`config.mk`:
```
export PLATFORM = sky130hd
export DESIGN_NAME = hazard_ctrl
export DESIGN_NICKNAME = d
export VERILOG_FILES = /design/src/rtl/hazard_ctrl.sv
export SDC_FILE = /design/constraint.sdc
export NUM_CORES = 1
export LEC_CHECK = 0
export ABC_CLOCK_PERIOD_IN_PS = 2810
export BUFFER_PORTS_ARGS = -buffer_cell sky130_fd_sc_hd__buf_2
export CAP_MARGIN = 10
export CORE_ASPECT_RATIO = 1.2
export CORE_MARGIN = 8
export CORE_UTILIZATION = 54
export CTS_CLUSTER_DIAMETER = 100
export DETAILED_ROUTE_END_ITERATION = 8
export HOLD_SLACK_MARGIN = 0.08
export PLACE_DENSITY = 0.91
export SLEW_MARGIN = 40
export SYNTH_ARGS = -nofsm -noshare
export SYNTH_HDL_FRONTEND = slang
export SYNTH_SLANG_ARGS = --single-unit
```
`constraint.sdc`:
```
create_clock -name clock -period 2.81 [get_ports clock]
set_input_delay 0.1405 -clock clock [delete_from_list [all_inputs] [get_ports clock]]
set_output_delay 0.1405 -clock clock [all_outputs]
set_load 0.02 [all_outputs]
```
`src/rtl/hazard_ctrl.sv`:
```
`default_nettype none
// ============================================================================
// Module   : hazard_ctrl
// Purpose  : Pipeline sequencing controller for the five-stage MIPS core.
//            Generates the PC / pipeline-buffer load enables and the
//            flush/bubble selects. Resolves load-use hazards, taken-branch
//            squashes and data-memory wait states. Traps a memory access
//            that never completes, and counts stall cycles.
// Ports    : clock, reset        - clock, asynchronous active-high reset
//            id_rs, id_rt        - source fields of the instruction in ID
//            id_uses_rt          - ID instruction reads rt
//            ex_dest             - destination register of the EX instruction
//            ex_mem_read         - EX instruction is a load
//            branch_taken        - EX resolved a taken branch/jump this cycle
//            mem_req, mem_ready  - MEM stage access request / completion
//            pc_load, load1..4   - load enables: PC, IF/ID, ID/EX, EX/MEM, MEM/WB
//            flush1              - NOP into IF/ID
//            bubble2, bubble4    - zero the control inputs of ID/EX, MEM/WB
//            mem_error           - sticky memory-timeout trap
//            stall_cycles        - saturating count of cycles with pc_load=0
// Revision : 1.0 - initial release
// ============================================================================
module hazard_ctrl #(
  parameter int MEM_TIMEOUT = 255,
  parameter int CNT_WIDTH   = 32
) (
  input  logic                 clock,
  input  logic                 reset,
  input  logic [4:0]           id_rs,
  input  logic [4:0]           id_rt,
  input  logic                 id_uses_rt,
  input  logic [4:0]           ex_dest,
  input  logic                 ex_mem_read,
  input  logic                 branch_taken,
  input  logic                 mem_req,
  input  logic                 mem_ready,
  output logic                 pc_load,
  output logic                 load1,
  output logic                 load2,
  output logic                 load3,
  output logic                 load4,
  output logic                 flush1,
  output logic                 bubble2,
  output logic                 bubble4,
  output logic                 mem_error,
  output logic [CNT_WIDTH-1:0] stall_cycles
);

  typedef enum logic [1:0] {
    RUN      = 2'd0,
    MEM_WAIT = 2'd1,
    ERROR    = 2'd2
  } state_t;

  // The wait counter holds the number of stall cycles already completed
  // while in MEM_WAIT. Trapping once it reaches MEM_TIMEOUT-1 makes the
  // edge ending the MEM_TIMEOUT-th consecutive stall cycle enter ERROR.
  // RUN always passes through MEM_WAIT first, so MEM_TIMEOUT=1 traps on
  // the second consecutive stall cycle.
  localparam logic [15:0] c_WAIT_LIMIT = 16'(MEM_TIMEOUT - 1);

  state_t                r_state;
  state_t                w_state_next;
  logic [15:0]           r_wait_cnt;
  logic [15:0]           w_wait_next;
  logic                  r_mem_error;
  logic [CNT_WIDTH-1:0]  r_stall_cnt;

  logic                  w_memstall;
  logic                  w_luse;
  // {pc_load, load1, load2, load3, load4, flush1, bubble2, bubble4}
  logic [7:0]            w_ctl;

  assign w_memstall = mem_req & ~mem_ready;
  assign w_luse     = ex_mem_read & (ex_dest != 5'd0) &
                      ((ex_dest == id_rs) | (id_uses_rt & (ex_dest == id_rt)));

  always_comb begin
    w_state_next = r_state;
    w_wait_next  = r_wait_cnt;
    w_ctl        = 8'b0000_0000;
    case (r_state)
      RUN, MEM_WAIT: begin
        if (w_memstall) begin
          // Freeze the front of the pipe, let MEM/WB drain with a bubble.
          w_ctl = 8'b0000_1001;
          if (r_state == RUN) begin
            w_state_next = MEM_WAIT;
            w_wait_next  = 16'd1;
          end else if (r_wait_cnt >= c_WAIT_LIMIT) begin
            w_state_next = ERROR;
          end else begin
            w_wait_next = r_wait_cnt + 16'd1;
          end
        end else begin
          // Release cycle shares the RUN priorities, so a pending branch or
          // load-use is serviced immediately.
          w_state_next = RUN;
          w_wait_next  = 16'd0;
          if (branch_taken) begin
            w_ctl = 8'b1111_1110;      // squashed ID instruction hides luse
          end else if (w_luse) begin
            w_ctl = 8'b0011_1010;
          end else begin
            w_ctl = 8'b1111_1000;
          end
        end
      end
      ERROR: begin
        w_ctl = 8'b0000_0000;
      end
      default: begin
        w_state_next = RUN;
        w_wait_next  = 16'd0;
      end
    endcase
  end

  // Outputs are forced inactive while reset is held.
  assign {pc_load, load1, load2, load3, load4, flush1, bubble2, bubble4} =
         reset ? 8'b0000_0000 : w_ctl;

  always_ff @(posedge clock or posedge reset) begin
    if (reset) begin
      r_state    <= RUN;
      r_wait_cnt <= 16'd0;
    end else begin
      r_state    <= w_state_next;
      r_wait_cnt <= w_wait_next;
    end
  end

  always_ff @(posedge clock or posedge reset) begin
    if (reset) begin
      r_mem_error <= 1'b0;
    end else if (w_state_next == ERROR) begin
      r_mem_error <= 1'b1;
    end
  end

  // Frozen ERROR cycles are not counted; the count saturates at all-ones.
  always_ff @(posedge clock or posedge reset) begin
    if (reset) begin
      r_stall_cnt <= '0;
    end else if ((r_state != ERROR) && !w_ctl[7] && (r_stall_cnt != '1)) begin
      r_stall_cnt <= r_stall_cnt + CNT_WIDTH'(1);
    end
  end

  assign mem_error    = r_mem_error;
  assign stall_cycles = r_stall_cnt;

endmodule
`default_nettype wire

```
==> impl_metrics.yaml, run 1 <==
outcome:
  run_status: "finished clean"
yosys:
  ys_types: 47
  ys_seq_elements: 51
  syn_avg_cell_area_sq_um: 10.4
  yosys_warnings: 0
  synth_flop_cell: "dfrtp_1"
  syn_inst: 261
  synth_async_sr_flop_share: 1.00
  synth_edf_count: 0
  syn_area_sq_um: 2730
  yosysSeqAreaShare: 0.468
  syn_nets: 286
hold_path:
  min_path_type: "input port to flop"
  min-delay-start: "mem_req"
  min_path_cells: 3
  min_to: "r_wait_cnt[1]"
layout:
  layout_common_cells: "buf_2, dfrtp_1, xnor2_1, xor2_1"
  layout_commonest_cell: "buf_2"
  area_growth_pct: 19.1
  antenna_cells: 0
  num-nets-final: 352
  drive_gt1_frac: 0.290
  final_util: 0.662
  stdcell_count: 388
cts:
  clock_latency_ns: 0.30
  cts_buffer_depth: 2
  htreeDepth: 2
  cts_setup_buffers: 0
  cts-root-buf: "clkbuf_8"
  path_clk_slew_ns: 0.10
  cts_hold_buf: 1
  cts_resized: 0
  cts_tree: "done"
  cts_num_sinks: 51
  numCtsBuffers: 5
detailed_routing:
  route.detailed.drc: 0
  via_count: 2236
  drt_iter0_drc: 124
  avgRoutedWirePerCell_microns: 16.7
  final_antenna_net_count: 0
  routed_wl_microns: 6470
  vias_per_cell: 5.76
  dr.pass1.iters: 5
setup_path:
  timing.rr.end: "stall_cycles[26]"
  rrSetupSlack_ns: 0.45
  timing.rr.start: "stall_cycles[2]"
  critical_path.startpoint_type: "flop"
  cp-startpoint: "stall_cycles[2]"
  crit_required_ns: 3.01
  cp.arrival_ns: 2.56
  rr_worst_depth: 6
  path_max_fanout: 10
  end_kind: "flop"
  worstSetupPathType: "flop to flop"
global_route:
  grtUsageTotal: 0.178
  grt_start_max_net_pins: 52
  grt_pass1_vias: 2363
  grt.overflow.total: 0
  grt_pass1_wl_microns: 10900
  antenna_found_initial: 0
power:
  internal_power_mw: 1.26
  swShare: 0.290
  power_frac_seq: 0.483
  ir_drop_uv: 680
  p_leak_nw: 1.53
  cellPowerDensity_nw_per_um2: 545
  clkPwrFrac: 0.342
  switching_power_uw: 513
  combPwrFrac: 0.175
timing:
  setup-violations-final: 0
  max_freq_mhz: 423
  maxSlewViolCount: 0
  fin_crit_sh: 0.841
  skew_ns: 0.00876
  relSlewSlack: 0.439
  fin_crit_ns: 2.36
  finalHoldViolations: 0
  setup_tns_ns: 0
  hold-worst-slack_ns: 0.267
  rsz0062_at_grt: "false"
  tightest_slew_ns: 0.838
floorplan:
  ioPinCount: 63
  dieArea_sq_um: 7590
  core_area_sq_um: 4900
  row_count: 28
  start_util: 0.556
  die_w_microns: 80.9
  die_h_microns: 93.8
place:
  dp.cells: 379
  io_buffers: 62
  place.gp.congestion: 0.901
  dp_hpwl_microns: 4640
flow_run:
  maxCapViolations: 0
[worst max-delay path, stage by stage, from the launching register on]
cell,delay [ns]
dfrtp_1,0.46
and4_4,0.26
nand3_2,0.11
or4_1,0.52
o32a_1,0.48
nand4b_1,0.28
xnor2_1,0.15
[final cells by class]
class	instances	area, sq um
fillers	363	1660
multi-input cells	194	1370
flip-flops and latches	51	1280
repair buffers	68	358
well taps	60	75.1
clock buffers	5	68.8
clock inverters	3	67.6
inverters	7	28.8
[per-stage QoR]
| stage | worst slack [ns] | power (mW) | area (sq um) |
|---|---|---|---|
| 3_3_place_gp | 0.570 | 1.16 | 3100 |
| 2_1_floorplan | 0.545 | 1.06 | 2730 |
| 6_report | 0.448 | 1.77 | 3250 |
| 3_5_place_dp | 0.464 | 1.18 | 3100 |
| 4_1_cts | 0.451 | 1.78 | 3250 |
| 5_1_grt | 0.351 | 1.83 | 3250 |
[power groups by stage]
stage	clock network [mW]	registers [mW]	logic, mW
3_5_place_dp	0	0.868	0.308
6_report	0.605	0.855	0.310
3_3_place_gp	0	0.860	0.304
2_1_floorplan	0	0.915	0.143
4_1_cts	0.613	0.853	0.313
5_1_grt	0.636	0.863	0.336
[synth_stat cells, types with 7 or more instances]
cell | number | area, sq um
xor2_1 | 21 | 184
inv_1 | 7 | 26.3
nand3_1 | 20 | 100
dfrtp_1 | 51 | 1280
and3_1 | 12 | 75.1
nand4_1 | 16 | 100
xnor2_1 | 25 | 219
nor2_1 | 20 | 75.1
nor2b_1 | 8 | 50.1
nand2_1 | 12 | 45.0
[sequential cells by signal (all words and copies together), names as in the netlist]
register / flops
stall_cycles: 32
r_state: 2
mem_error: 1
r_wait_cnt: 16
[logic make-up after synthesis]
| logic type | count (synthesis) | share of synthesized area |
|---|---|---|
| AOI/OAI and AO/OA | 17 | 0.0482 |
| xor gates and xnor gates | 46 | 0.148 |
| buffers and inverters | 16 | 0.0285 |
| DFF | 51 | 0.468 |
| muxes | 1 | 0.00413 |
| adders and majority gates | 3 | 0.0138 |
| and+or+nand+nor | 127 | 0.289 |
[routing by layer]
| metal | share of wire | GRT usage | vias to the layer above |
|---|---|---|---|
| met5 | 0 | 0 | - |
| met4 | 0.021 | 0.0821 | 0 |
| met3 | 0.042 | 0.0469 | 12 |
| met2 | 0.54 | 0.312 | 47 |
| met1 | 0.39 | 0.193 | 1121 |
| li1 | - | - | 1056 |
[worst max-delay path by stage]
stage / endpoint / slack, ns / depth (start not counted)
floorplan: stall_cycles[28] / 0.54 / 7
global placement: stall_cycles[28] / 0.57 / 6
detailed placement: stall_cycles[26] / 0.46 / 6
CTS: stall_cycles[26] / 0.45 / 6
global route: stall_cycles[28] / 0.35 / 6
finish: stall_cycles[26] / 0.45 / 6
(Power assumes the default switching activity.)
==> run 2, diff against run 1 <==
--- a/config.mk
+++ b/config.mk
@@ -5,7 +5,7 @@
 export SDC_FILE = /design/constraint.sdc
 export NUM_CORES = 1
 export LEC_CHECK = 0
-export ABC_CLOCK_PERIOD_IN_PS = 2810
+export ABC_CLOCK_PERIOD_IN_PS = 2500
 export BUFFER_PORTS_ARGS = -buffer_cell sky130_fd_sc_hd__buf_2
 export CAP_MARGIN = 10
 export CORE_ASPECT_RATIO = 1.2
==> constraint.sdc (replaced) <==
create_clock -name clock -period 2.5 [get_ports clock]
set_input_delay 0.125 -clock clock [delete_from_list [all_inputs] [get_ports clock]]
set_output_delay 0.125 -clock clock [all_outputs]
set_load 0.02 [all_outputs]
==> run 2 against run 1 <==
Net effect:
- die area stayed put
- count of clock-buffer cells in the layout is 3 higher
- sequential power is 13% higher
- critical path depth stayed put
- clock power is 15% lower
- fmax is 2.0% higher
- largest cell class unchanged
- largest power group unchanged
- highest routed layer unchanged
==> impl_metrics.yaml, run 2 (synthesis results as in run 1) <==
layout:
  layout_commonest_cell: "buf_2"
  drive_gt1_frac: 0.305
  layout_common_cells: "buf_2, dfrtp_1, xnor2_1, xor2_1, nand3_1"
  antenna_cells: 0
  area_growth_pct: 19.5
  nFillCells: 376
  largest_reg_flops: 32
  num-nets-final: 358
setup_path:
  crit_chain: "and4_4 > nand3_2 > or4_1 > o32a_2 > nand4b_1 > xnor2_1"
  end_kind: "flop"
  worstSetupPathType: "flop to flop"
  cp.buffers_inverters: 0
  rrSetupSlack_ns: 0.18
  cp-startpoint: "stall_cycles[3]"
  critPathTopFamily: "simple AND/OR/NAND/NOR gates"
  critical_path.startpoint_type: "flop"
  crit_required_ns: 2.69
  crit_path_top_delay_cell: "or4_1"
  cp.arrival_ns: 2.51
  timing.rr.start: "stall_cycles[3]"
  rr_worst_depth: 6
  cp_slowest_stage_delay_ns: 0.53
  timing.rr.end: "stall_cycles[28]"
  path_max_fanout: 10
timing:
  worst_slack_ns: 0.184
  fin_crit_ns: 2.32
  finalHoldViolations: 0
  relSlewSlack: 0.646
  max_freq_mhz: 432
  skew_ns: 0.00788
  maxSlewViolCount: 0
  hold-worst-slack_ns: 0.241
  setup-violations-final: 0
  tightest_slew_ns: 0.530
  rsz0062_at_grt: "false"
  fin_crit_sh: 0.927
  setup_tns_ns: 0
hold_path:
  min_path_cells: 3
  min-delay-start: "mem_req"
  min_path_type: "input port to flop"
  min_to: "r_wait_cnt[1]"
global_route:
  grt.overflow.total: 0
  grtUsageTotal: 0.179
  grt_pass1_vias: 2413
  grt_start_max_net_pins: 27
  antenna_found_initial: 0
  grt_pass1_wl_microns: 10900
cts:
  clock_latency_ns: 0.31
  path_clk_slew_ns: 0.09
  htreeDepth: 2
  cts_buffer_depth: 2
  cts-root-buf: "clkbuf_8"
  cts_tree: "done"
  cts_num_sinks: 51
  numCtsBuffers: 5
detailed_routing:
  route.detailed.drc: 0
  vias_per_cell: 5.74
  final_antenna_net_count: 0
  avgRoutedWirePerCell_microns: 16.4
  routed_wl_microns: 6480
  via_count: 2261
  dr.pass1.iters: 4
  drt_iter0_drc: 183
place:
  dp_hpwl_microns: 4940
  place.gp.congestion: 0.905
  io_buffers: 62
  pre_cts_ws_ns: 0.144
floorplan:
  die_h_microns: 93.8
  core_area_sq_um: 4900
  start_util: 0.556
  dieArea_sq_um: 7590
  row_count: 28
  ioPinCount: 63
  die_w_microns: 80.9
power:
  p_leak_nw: 1.55
  cellPowerDensity_nw_per_um2: 564
  power_mw: 1.84
  ir_drop_uv: 600
outcome:
  run_status: "finished clean"
flow_run:
  maxCapViolations: 0
-- run 2: cell types whose count changed in the layout (fill, tap and decap cells not counted), sizes merged --
cell / delta
buf: +6
clkbuf: +3
bufinv: -2
clkinvlp: -1
-- run 2: area by class of cell --
| class | count | area (sq um) | area share |
|---|---|---|---|
| inverter | 7 | 26.3 | 0.00807 |
| multi-input combinational | 194 | 1380 | 0.422 |
| timing repair buffer | 74 | 403 | 0.124 |
| sequential | 51 | 1280 | 0.392 |
| clock buffer | 8 | 100 | 0.0307 |
| tap | 60 | 75.1 | 0.0231 |
-- run 2: per-stage QoR --
| step | util | cells | instance area (sq um) |
|---|---|---|---|
| after global routing | 0.664 | 394 | 3260 |
| after detailed placement | 0.641 | 385 | 3140 |
| final | 0.664 | 394 | 3260 |
| after global placement | 0.641 | 385 | 3140 |
| after CTS | 0.663 | 394 | 3250 |
| after floorplan | - | 261 | 2730 |
-- run 2: worst max path at each step --
stage	endpoint	slack (ns)	depth (start not counted)
global route	stall_cycles[28]	0.08	6
floorplan	stall_cycles[28]	0.23	7
global placement	stall_cycles[28]	0.24	6
finish	stall_cycles[28]	0.18	6
CTS	stall_cycles[28]	0.12	6
detailed placement	stall_cycles[28]	0.14	6
-- run 2: what timing repair did --
action                     4_1_cts  5_1_grt
hold endpoints to repair        24        0
setup endpoints to repair        0        1
gates resized for setup          0        1
hold buffers                     1        0
setup buffers                    0        0
-- run 2: worst reg2reg max path, cell delays in order (launching register included) --
cell and delay [ns]:
dfrtp_1 0.45, and4_4 0.27, nand3_2 0.11, or4_1 0.53, o32a_2 0.46, nand4b_1 0.24, xnor2_1 0.15
-- run 2: routing by layer --
layer  vias to the layer above  track usage  routed length [microns]
met4                         0        0.100                      157
met1                      1129        0.207                     2640
met3                        16       0.0393                      190
li1                       1064            -                        -
met2                        52        0.297                     3480
met5                         -            0                        0
-- run 2: report_power, final --
group / internal, mW / switching [mW] / total, mW
Clock: 0.253 / 0.264 / 0.517
Sequential: 0.879 / 0.0840 / 0.963
Combinational: 0.139 / 0.216 / 0.355
Total: 1.27 / 0.564 / 1.84
